## src/rtl/friscv_lsu_if.sv

```systemverilog
// Wishbone classic bus bundle between the friscv load/store unit and memory.
// The signal suffixes are from the LSU's side; the master modport belongs to the LSU.
interface friscv_lsu_if #(
  parameter int unsigned DBW = 32,
  parameter int unsigned AW  = 32
);
  logic               cyc_o;
  logic               stb_o;
  logic               we_o;
  logic [DBW/8-1:0]   sel_o;
  logic [AW-1:0]      adr_o;
  logic [DBW-1:0]     dat_o;
  logic [DBW-1:0]     dat_i;
  logic               ack_i;
  logic               err_i;

  modport master (
    output cyc_o, stb_o, we_o, sel_o, adr_o, dat_o,
    input  dat_i, ack_i, err_i
  );

  modport slave (
    input  cyc_o, stb_o, we_o, sel_o, adr_o, dat_o,
    output dat_i, ack_i, err_i
  );
endinterface

```

## src/rtl/friscv_lsu.sv

```systemverilog
// Wishbone load/store unit. It runs one request at a time and aligns and extends load data.
// Defining LSU_MISALIGN_EN allows misaligned accesses; an access that crosses a bus word is split into two beats under a single cyc.
module friscv_lsu #(
  parameter int unsigned DBW = 32,
  parameter int unsigned AW  = 32
) (
  input  logic             clk_i,
  input  logic             rst_ni,
  input  logic             req_i,
  input  logic             we_i,
  input  logic [1:0]       size_i,
  input  logic             uns_i,
  input  logic [AW-1:0]    adr_i,
  input  logic [DBW-1:0]   st_dat_i,
  output logic             busy_o,
  output logic             done_o,
  output logic             err_o,
  output logic [DBW-1:0]   ld_dat_o,
  friscv_lsu_if.master     wb
);

  localparam int unsigned NB = DBW / 8;
  localparam int unsigned OW = $clog2(NB);
`ifdef LSU_MISALIGN_EN
  localparam int unsigned MW = 2 * NB;
`endif

  typedef enum logic [2:0] {
    S_IDLE,
    S_B1,
`ifdef LSU_MISALIGN_EN
    S_GAP,
    S_B2,
`endif
    S_DONE
  } state_t;

  state_t           state;
  logic             we_q;
  logic [1:0]       size_q;
  logic             uns_q;
  logic [OW-1:0]    off_q;
`ifdef LSU_MISALIGN_EN
  logic             split_q;
  logic [NB-1:0]    sel_hi_q;
  logic [DBW-1:0]   wdat_hi_q;
  logic [DBW-1:0]   rdat_lo_q;
  logic [NB-1:0]    req_sel_hi;
  logic [DBW-1:0]   req_whi;
`endif

  logic [OW-1:0]    req_off;
  logic [3:0]       req_bytes;
  logic [NB-1:0]    req_sel;
  logic [DBW-1:0]   req_wlo;
  logic [AW-1:0]    req_base;
  logic             req_illegal;

  always_comb begin
    req_off     = adr_i[OW-1:0];
    req_bytes   = 4'd1 << size_i;
    req_base    = {adr_i[AW-1:OW], {OW{1'b0}}};
    req_illegal = (DBW == 32) && (size_i == 2'd3);
`ifdef LSU_MISALIGN_EN
    {req_sel_hi, req_sel} = ((MW'(1) << req_bytes) - MW'(1)) << req_off;
    {req_whi, req_wlo}    = {{DBW{1'b0}}, st_dat_i} << {req_off, 3'b000};
`else
    req_sel     = ((NB'(1) << req_bytes) - NB'(1)) << req_off;
    req_wlo     = st_dat_i << {req_off, 3'b000};
    req_illegal = req_illegal || ((4'(req_off) & (req_bytes - 4'd1)) != 4'd0);
`endif
  end

  // The raw input is {beat2, beat1}. It is shifted down to the addressed byte, then masked to the
  // access size, then sign- or zero-filled above that size.
  function automatic logic [DBW-1:0] align_load(
    input logic [2*DBW-1:0] raw,
    input logic [OW-1:0]    off,
    input logic [1:0]       size,
    input logic             uns
  );
    logic [DBW-1:0] sh;
    logic [DBW-1:0] keep;
    logic [6:0]     nbits;
    logic           sgn;
    sh    = DBW'(raw >> {off, 3'b000});
    nbits = 7'd8 << size;
    keep  = ~({DBW{1'b1}} << nbits);
    case (size)
      2'd0:    sgn = sh[7];
      2'd1:    sgn = sh[15];
      2'd2:    sgn = sh[31];
      default: sgn = sh[DBW-1];
    endcase
    return (sh & keep) | ({DBW{~uns & sgn}} & ~keep);
  endfunction

  always_ff @(posedge clk_i or negedge rst_ni) begin
    if (!rst_ni) begin
      state     <= S_IDLE;
      busy_o    <= 1'b0;
      done_o    <= 1'b0;
      err_o     <= 1'b0;
      ld_dat_o  <= '0;
      wb.cyc_o  <= 1'b0;
      wb.stb_o  <= 1'b0;
      wb.we_o   <= 1'b0;
      wb.sel_o  <= '0;
      wb.adr_o  <= '0;
      wb.dat_o  <= '0;
      we_q      <= 1'b0;
      size_q    <= '0;
      uns_q     <= 1'b0;
      off_q     <= '0;
`ifdef LSU_MISALIGN_EN
      split_q   <= 1'b0;
      sel_hi_q  <= '0;
      wdat_hi_q <= '0;
      rdat_lo_q <= '0;
`endif
    end else begin
      done_o <= 1'b0;
      err_o  <= 1'b0;
      case (state)
        // DONE accepts a new request the same way IDLE does, so requests can run back to back.
        S_IDLE, S_DONE: begin
          state <= S_IDLE;
          if (req_i) begin
            if (req_illegal) begin
              state  <= S_DONE;
              done_o <= 1'b1;
              err_o  <= 1'b1;
            end else begin
              state     <= S_B1;
              busy_o    <= 1'b1;
              wb.cyc_o  <= 1'b1;
              wb.stb_o  <= 1'b1;
              wb.we_o   <= we_i;
              wb.sel_o  <= req_sel;
              wb.adr_o  <= req_base;
              wb.dat_o  <= req_wlo;
              we_q      <= we_i;
              size_q    <= size_i;
              uns_q     <= uns_i;
              off_q     <= req_off;
`ifdef LSU_MISALIGN_EN
              split_q   <= |req_sel_hi;
              sel_hi_q  <= req_sel_hi;
              wdat_hi_q <= req_whi;
`endif
            end
          end
        end

        S_B1: begin
          if (wb.stb_o && (wb.ack_i || wb.err_i)) begin
`ifdef LSU_MISALIGN_EN
            if (!wb.err_i && split_q) begin
              state     <= S_GAP;
              wb.stb_o  <= 1'b0;
              wb.sel_o  <= sel_hi_q;
              wb.adr_o  <= wb.adr_o + AW'(NB);
              wb.dat_o  <= wdat_hi_q;
              rdat_lo_q <= wb.dat_i;
            end else
`endif
            begin
              state    <= S_DONE;
              busy_o   <= 1'b0;
              done_o   <= 1'b1;
              err_o    <= wb.err_i;
              wb.cyc_o <= 1'b0;
              wb.stb_o <= 1'b0;
              wb.we_o  <= 1'b0;
              wb.sel_o <= '0;
              wb.adr_o <= '0;
              wb.dat_o <= '0;
              if (!wb.err_i && !we_q)
                ld_dat_o <= align_load({{DBW{1'b0}}, wb.dat_i}, off_q, size_q, uns_q);
            end
          end
        end

`ifdef LSU_MISALIGN_EN
        S_GAP: begin
          state    <= S_B2;
          wb.stb_o <= 1'b1;
        end

        S_B2: begin
          if (wb.stb_o && (wb.ack_i || wb.err_i)) begin
            state    <= S_DONE;
            busy_o   <= 1'b0;
            done_o   <= 1'b1;
            err_o    <= wb.err_i;
            wb.cyc_o <= 1'b0;
            wb.stb_o <= 1'b0;
            wb.we_o  <= 1'b0;
            wb.sel_o <= '0;
            wb.adr_o <= '0;
            wb.dat_o <= '0;
            if (!wb.err_i && !we_q)
              ld_dat_o <= align_load({wb.dat_i, rdat_lo_q}, off_q, size_q, uns_q);
          end
        end
`endif

        default: state <= S_IDLE;
      endcase
    end
  end

endmodule

```

## src/flat_wrapper.sv

```systemverilog
// flat-port wrapper written by rule: the top's interface ports become plain ports
module friscv_lsu_flat 
#(
  parameter int unsigned DBW = 32,
  parameter int unsigned AW  = 32
)
  (clk_i, rst_ni, req_i, we_i, size_i, uns_i, adr_i, st_dat_i, busy_o, done_o, err_o, ld_dat_o, wb_cyc_o, wb_stb_o, wb_we_o, wb_sel_o, wb_adr_o, wb_dat_o, wb_dat_i, wb_ack_i, wb_err_i);
  friscv_lsu_if #(.DBW(DBW), .AW(AW)) wb_i ();
  input  logic clk_i;
  input  logic rst_ni;
  input  logic req_i;
  input  logic we_i;
  input  logic [1:0] size_i;
  input  logic uns_i;
  input  logic [AW-1:0] adr_i;
  input  logic [DBW-1:0] st_dat_i;
  output logic busy_o;
  output logic done_o;
  output logic err_o;
  output logic [DBW-1:0] ld_dat_o;
  output wire logic [$bits(wb_i.cyc_o)-1:0] wb_cyc_o;
  output wire logic [$bits(wb_i.stb_o)-1:0] wb_stb_o;
  output wire logic [$bits(wb_i.we_o)-1:0] wb_we_o;
  output wire logic [$bits(wb_i.sel_o)-1:0] wb_sel_o;
  output wire logic [$bits(wb_i.adr_o)-1:0] wb_adr_o;
  output wire logic [$bits(wb_i.dat_o)-1:0] wb_dat_o;
  input wire logic [$bits(wb_i.dat_i)-1:0] wb_dat_i;
  input wire logic [$bits(wb_i.ack_i)-1:0] wb_ack_i;
  input wire logic [$bits(wb_i.err_i)-1:0] wb_err_i;
  assign wb_cyc_o = wb_i.cyc_o;
  assign wb_stb_o = wb_i.stb_o;
  assign wb_we_o = wb_i.we_o;
  assign wb_sel_o = wb_i.sel_o;
  assign wb_adr_o = wb_i.adr_o;
  assign wb_dat_o = wb_i.dat_o;
  assign wb_i.dat_i = wb_dat_i;
  assign wb_i.ack_i = wb_ack_i;
  assign wb_i.err_i = wb_err_i;
  friscv_lsu #(.DBW(DBW), .AW(AW)) u_core (.clk_i(clk_i), .rst_ni(rst_ni), .req_i(req_i), .we_i(we_i), .size_i(size_i), .uns_i(uns_i), .adr_i(adr_i), .st_dat_i(st_dat_i), .busy_o(busy_o), .done_o(done_o), .err_o(err_o), .ld_dat_o(ld_dat_o), .wb(wb_i));
endmodule
```

## config.mk

```make
export PLATFORM = sky130hd
export DESIGN_NAME = friscv_lsu_flat
export DESIGN_NICKNAME = d
export VERILOG_FILES = /design/src/rtl/friscv_lsu_if.sv /design/src/rtl/friscv_lsu.sv /design/src/flat_wrapper.sv
export SDC_FILE = /design/constraint.sdc
export NUM_CORES = 1
export LEC_CHECK = 0
export BUFFER_PORTS_ARGS = -buffer_cell sky130_fd_sc_hd__clkbuf_2
export CORE_MARGIN = 2
export CORE_UTILIZATION = 49
export CTS_BUF_LIST = sky130_fd_sc_hd__clkbuf_4 sky130_fd_sc_hd__clkbuf_8 sky130_fd_sc_hd__clkbuf_16
export CTS_CLUSTER_DIAMETER = 60
export DETAILED_ROUTE_END_ITERATION = 7
export GPL_TIMING_DRIVEN = 0
export PLACE_DENSITY = 0.78
export REMOVE_ABC_BUFFERS = 1
export SYNTH_ARGS = -nofsm -noshare
export SYNTH_HDL_FRONTEND = slang
export SYNTH_SLANG_ARGS = --single-unit
```

## constraint.sdc

```tcl
create_clock -name clk_i -period 2.3 [get_ports clk_i]
set_input_delay 0.23 -clock clk_i [delete_from_list [all_inputs] [get_ports clk_i]]
set_output_delay 0.23 -clock clk_i [all_outputs]
set_load 0.005 [all_outputs]
```

Word level (Yosys, flattened, before mapping). Index checks and enable logic that the tools add are counted.

Eq/ne operators: 7. $add $sub $neg: 2. Bitwise logic cells: 9. Shift-type cells: 7. Reduce and logical (&&, ||, !) cells: 14. Muxes and demuxes: 32.

Operators by type and width (number): 32-bit 2-to-1 mux (5); 32-bit one-hot mux with 2 select lines (2); 32-bit AND (2); 32-bit NOT (2); 32-bit bitwise OR (1); 32-bit by 5-bit << shifter with 32-bit output (1); 32-bit by 7-bit << shifter with 32-bit output (first input constant) (1); 32-bit by 5-bit >> shifter with 32-bit output (1); 1-bit 2-to-1 mux (12); 4-bit 2-to-1 mux (3); 1-bit one-hot mux with 2 select lines (5); 4-bit one-hot mux with 2 select lines (1); 4-bit by 2-bit << shifter with 7-bit output (first input constant) (1); 3-bit 2-to-1 mux (2); 3-bit one-hot mux with 2 select lines (1); 3-bit AND reduction (2); 2-bit by 4-bit AND with 4-bit output (1); 2-bit != test (second input constant) (2); 4-bit AND reduction (1); 4-bit nonzero test (1); 1-bit by 2-bit << shifter with 4-bit output (first input constant) (1); 1-bit by 4-bit << shifter with 4-bit output (first input constant) (1); 4-bit by 2-bit << shifter with 4-bit output (1); 4-bit by 1-bit subtractor with 4-bit output (second input constant) (1); other kinds (16) (20).

Word-level logic and storage cells: 84. Register bits after elaboration: 113. Output and inout port bits: 106. Bits of input ports: 105.

Logic depth before layout (Yosys ltp).
Word-level depth: 8. Gate-level depth with buffers: 9. Gate-level depth less buffers: 7.

Worst setup path before layout. No wires, ideal clock.

Kind: input port to flip-flop. From: input size_i[1]. To: register u_core.wb.dat_o[10]. Path buffers: 2. Path slack: 253 ps. Arrival: 1968 ps. Cell stages on the path: 8. Library setup time: 79 ps. Data required time: 2221 ps. Cells stage by stage: or2_2 -> clkbuf_1 -> ha_1 -> nor2b_1 -> nor3_1 -> a21oi_1 -> buf_2 -> o2bb2ai_1.

Longest elaborated chain between the ends: 7. Elaborated cells on any way between the ends: 8. Classes of those cells: add/sub (1); eq/ne (2); shift (1); bitwise (1); reduce/logical (3).

RTL lines: start, declared (RTL line flat_wrapper.sv:13) `input logic [1:0] size_i;`; 1-bit by 2-bit << shifter with 4-bit output (RTL line friscv_lsu.sv:61) `req_bytes = 4'd1 << size_i;`; 4-bit by 1-bit subtractor with 4-bit output (RTL line friscv_lsu.sv:70) `req_illegal = req_illegal || ((4'(req_off) & (req_bytes - 4'd1)) != 4'd0);`; 2-bit by 4-bit AND with 4-bit output (RTL line friscv_lsu.sv:70); 4-bit nonzero test (RTL line friscv_lsu.sv:70); 1-bit logical OR * (RTL line friscv_lsu.sv:70); 2-bit != test (no line) *; 4-bit AND reduction (no line) *; end signal, assigned (RTL line friscv_lsu.sv:141) `wb.dat_o <= req_wlo;`; end, declared (RTL line friscv_lsu_if.sv:18) `output cyc_o, stb_o, we_o, sel_o, adr_o, dat_o,`.

Mark *: on every way between the ends. The rest lies on a longest branch, timed or not. A chain may end at the register's enable or synchronous reset.

Worst setup path in the final report.
From: register u_core.off_q[1]. To: register u_core.ld_dat_o[25].

Longest elaborated chain between the ends: 8. Elaborated cells on any way between the ends: 9. Classes of those cells: shift (1); mux (4); bitwise (4).

RTL lines: start, declared (RTL line friscv_lsu.sv:42) `logic [OW-1:0] off_q;`; start signal, assigned (RTL line friscv_lsu.sv:145) `off_q <= req_off;`; 32-bit by 5-bit >> shifter with 32-bit output * (RTL line friscv_lsu.sv:86) `sh = DBW'(raw >> {off, 3'b000});`; 1-bit one-hot mux with 2 select lines (RTL line friscv_lsu.sv:89) `case (size)`; 1-bit 2-to-1 mux (RTL line friscv_lsu.sv:178) `if (!wb.err_i && !we_q)`; 1-bit 2-to-1 mux (RTL line friscv_lsu.sv:156) `if (wb.stb_o && (wb.ack_i || wb.err_i)) begin`; 1-bit 2-to-1 mux (RTL line friscv_lsu.sv:124) `case (state)`; 1-bit AND (RTL line friscv_lsu.sv:95) `return (sh & keep) | ({DBW{~uns & sgn}} & ~keep);`; 32-bit AND (RTL line friscv_lsu.sv:95); 32-bit bitwise OR * (RTL line friscv_lsu.sv:95); end signal, assigned (RTL line friscv_lsu.sv:179) `ld_dat_o <= align_load({{DBW{1'b0}}, wb.dat_i}, off_q, size_q, uns_q);`; end, declared (RTL line friscv_lsu.sv:18) `output logic [DBW-1:0] ld_dat_o,`.

Mark *: on every way between the ends. The rest lies on a longest branch, timed or not. The select of a mux whose other input is x is not followed.

==> impl_metrics.py <==
metrics = {
    "grt": {
        "grt_util_all_layers_pct": 25.2,
        "busiest_layer": "met2",
        "overflow": 0,
        "use_met1_pct": 33.5,
        "grt_pass1_wl_um": 23100,
        "met2_usage_pct": 40.6,
        "antenna_found_initial": 0,
        "use_met3_pct": 5.30,
        "grt_max_degree": 111,
        "grt_pass1_vias": 4663,
    },
    "cells_and_area": {
        "area.growth.synth_to_final_pct": 25.3,
        "stdcell_area_um2": 6640,
        "antenna_cells": 0,
        "mostFrequentLayoutCell": "clkbuf_2",
        "n_fill_cell": 876,
        "drive_above_1_share_pct": 35.1,
        "nets": 840,
        "final_cell_mix": "206 x clkbuf_2, 108 x dfrtp_1, 97 x nand2_1",
    },
    "cts": {
        "clk_pin_slew_ns": 0.12,
        "clockBufferDepth": 2,
        "cts_tree": "built",
        "htreeDepth": 3,
        "clock_latency_ns": 0.37,
        "cts_root_buffer": "clkbuf_8",
        "numCtsBuffers": 9,
        "numClockSinks": 110,
    },
    "power": {
        "intPower_mw": 4.28,
        "pwr-share-comb_pct": 35.2,
        "p_leak_nw": 3.51,
        "netSwitchingFraction_pct": 37.1,
        "ir_drop_mv": 0.523,
        "p_clk_share_pct": 17.3,
        "power.density_nw_per_um2": 1030,
        "switching_power_mw": 2.53,
        "pwr-share-seq_pct": 47.6,
    },
    "logic_synthesis": {
        "syn_inst": 549,
        "synth_edf_count": 0,
        "synth-async-reset-ratio_pct": 100,
        "yosysWarnings": 0,
        "synth_area_um2": 5300,
        "ys_ff_latch": 110,
        "yosysSeqAreaShare_pct": 51.9,
        "synth_cell_types": 44,
        "synth-main-ff-cell": "dfrtp_1",
        "syn_avg_cell_area_um2": 9.65,
    },
    "detailed_routing": {
        "drt-total-wl_um": 15000,
        "vias_per_cell": 5.65,
        "wl_per_cell_um": 17.2,
        "drt-initial-drc-count": 359,
        "firstDrtPassIters": 5,
        "vias": 4935,
        "postRouteAntennaNets": 0,
        "drc_errors": 0,
    },
    "timing": {
        "period_share_pct": 93.7,
        "setup_viol": 0,
        "worst_pin_slew_ns": 0.936,
        "rsz0062_at_grt": "false",
        "finClkSkew_ns": 0.0158,
        "fin_crit_ns": 2.15,
        "clock.fmax_mhz": 464,
        "fin_tns_setup_ns": 0,
        "report.final.slew_viol_count": 0,
        "finalHoldViolCount": 0,
        "slew_headroom_pct": 37.5,
    },
    "critical_path": {
        "cp-start-kind": "flop",
        "worstPathRequired_ns": 2.54,
        "cp-end-kind": "flop",
        "worstPathBufferInverterCount": 0,
        "crit_arrival_ns": 2.40,
        "reg2reg_slack_ns": 0.15,
        "critPathMaxStageDelay_ns": 0.75,
        "cp_slowest_cell": "dfrtp_2",
        "worstPathMaxFanout": 26,
        "crit_type": "reg -> reg",
        "worstPathCellList": "mux2i_1 > a2bb2oi_1 > o31a_1 > o22ai_1",
        "cp_top_family": "compound AO/OA/AOI/OAI gates",
    },
    "die": {
        "rows": 37,
        "initial_core_util_pct": 50.9,
        "core_area_um2": 10400,
        "die-area_um2": 11700,
        "die_h_um": 108,
        "die_w_um": 108,
        "io_pins": 211,
    },
    "hold_path": {
        "hold_path_class": "in -> reg",
    },
    "place": {
        "gp_congestion": 0.803,
        "io_buffers": 208,
        "placed_area_um2": 6380,
        "dp_hpwl_um": 10500,
    },
    "status": {
        "status": "finished, final reports clean",
    },
    "run": {
        "cap_violations": 0,
    },
}
-- area by class of cell --
cell class | instances | area, um2 | area share [%]
clock buffers | 9 | 124 | 1.87
flip-flops and latches | 110 | 2760 | 41.5
repair buffers | 215 | 1140 | 17.2
inverters | 4 | 15.0 | 0.226
clock inverters | 7 | 78.8 | 1.19
well taps | 136 | 170 | 2.56
multi-input cells | 392 | 2360 | 35.5
-- Yosys cell counts (all sizes together) (2+ instances only) --
cell,number,area share (%)
o21a,2,0.28
o2bb2ai,9,1.5
o211ai,8,1.1
mux2,16,3.4
clkbuf,16,1.1
mux2i,32,6.0
a22o,8,1.3
nand3,49,4.6
nand4,2,0.24
nor2b,12,1.4
nor2,48,3.4
o21ai,15,1.4
o22ai,9,1.1
o31ai,2,0.28
a211oi,14,2.0
dfrtp,110,52
nor3,3,0.50
o22a,8,1.3
nand2,98,6.9
buf,29,3.0
nand2b,4,0.47
a21oi,33,3.1
inv,4,0.28
ha,3,0.71
-- per-stage QoR --
stage	total power [mW]	utilization [%]	worst slack [ns]	std cells	hold WS (ns)
after global placement	5.49	60.4	-5.27	849	0.421
after detailed placement	5.65	61.2	-0.599	853	0.405
after global routing	7.27	63.7	0.0291	873	0.0132
after CTS	6.83	63.5	-0.0132	870	0.00780
after floorplan	4.32	-	-2.32	505	-0.0656
final	6.81	63.7	0.146	873	0.0275
-- worst min-delay path, stage by stage --
cell      delay, ns
clkbuf_2       0.07
nand2_1        0.04
nand2_1        0.04
-- metal layers --
layer | wire [um] | up-vias
li1 | - | 2279
met1 | 6180 | 2358
met2 | 7140 | 275
met3 | 1310 | 23
met4 | 347 | 0
met5 | 0 | -
-- cell families after synthesis --
group           count (synthesis)  synth area share [%]
compound gates                115                  14.7
xor+xnor                        1                 0.165
fa+ha+maj                       4                 0.921
buf+inv                        49                  4.39
flops                         110                  51.9
mux                            48                  9.45
other cells                     1                0.0708
simple gates                  221                  18.4
-- sequential cells by signal (all words and copies together) (netlist names) --
name	cells
u_core.wb.sel_o	4
u_core.off_q	2
u_core.wb.we_o	1
u_core.wb.adr_o	30
u_core.wb.dat_o	32
u_core.err_o	1
u_core.we_q	1
u_core.size_q	2
u_core.ld_dat_o	32
u_core.uns_q	1
u_core.wb.cyc_o	1
u_core.done_o	1
u_core.state	2
-- path summary, 6_finish.rpt --
path | startpoint | to | depth (start not counted)
worst max-delay path | u_core.off_q[1] | u_core.ld_dat_o[25] | 4
worst min-delay path | adr_i[23] | u_core.wb.adr_o[23] | 3
worst max register to register | u_core.off_q[1] | u_core.ld_dat_o[25] | 4
worst min register to register | u_core.we_q | u_core.we_q | 2
max in group asynchronous | rst_ni | u_core.off_q[0] | 2
min in group asynchronous | rst_ni | u_core.ld_dat_o[18] | 2
-- power by group through the flow --
stage / clock (mW) / sequential (mW) / combinational [mW]
5_1_grt: 1.27 / 3.33 / 2.67
3_3_place_gp: 0 / 3.20 / 2.28
3_5_place_dp: 0 / 3.25 / 2.40
6_report: 1.18 / 3.24 / 2.40
2_1_floorplan: 0 / 3.23 / 1.09
4_1_cts: 1.20 / 3.23 / 2.41
-- what timing repair did --
| item | CTS | global route |
|---|---|---|
| setup buffers | 0 | 2 |
| hold buffers | 1 | 0 |
| gates cloned | 0 | 1 |
| endpoints found under the setup margin | 49 | 24 |
| gates resized for setup | 7 | 2 |
| pin swaps | 0 | 1 |
| hold endpoints to repair | 35 | 0 |
Note: power is estimated with default switching activity, not from simulation.
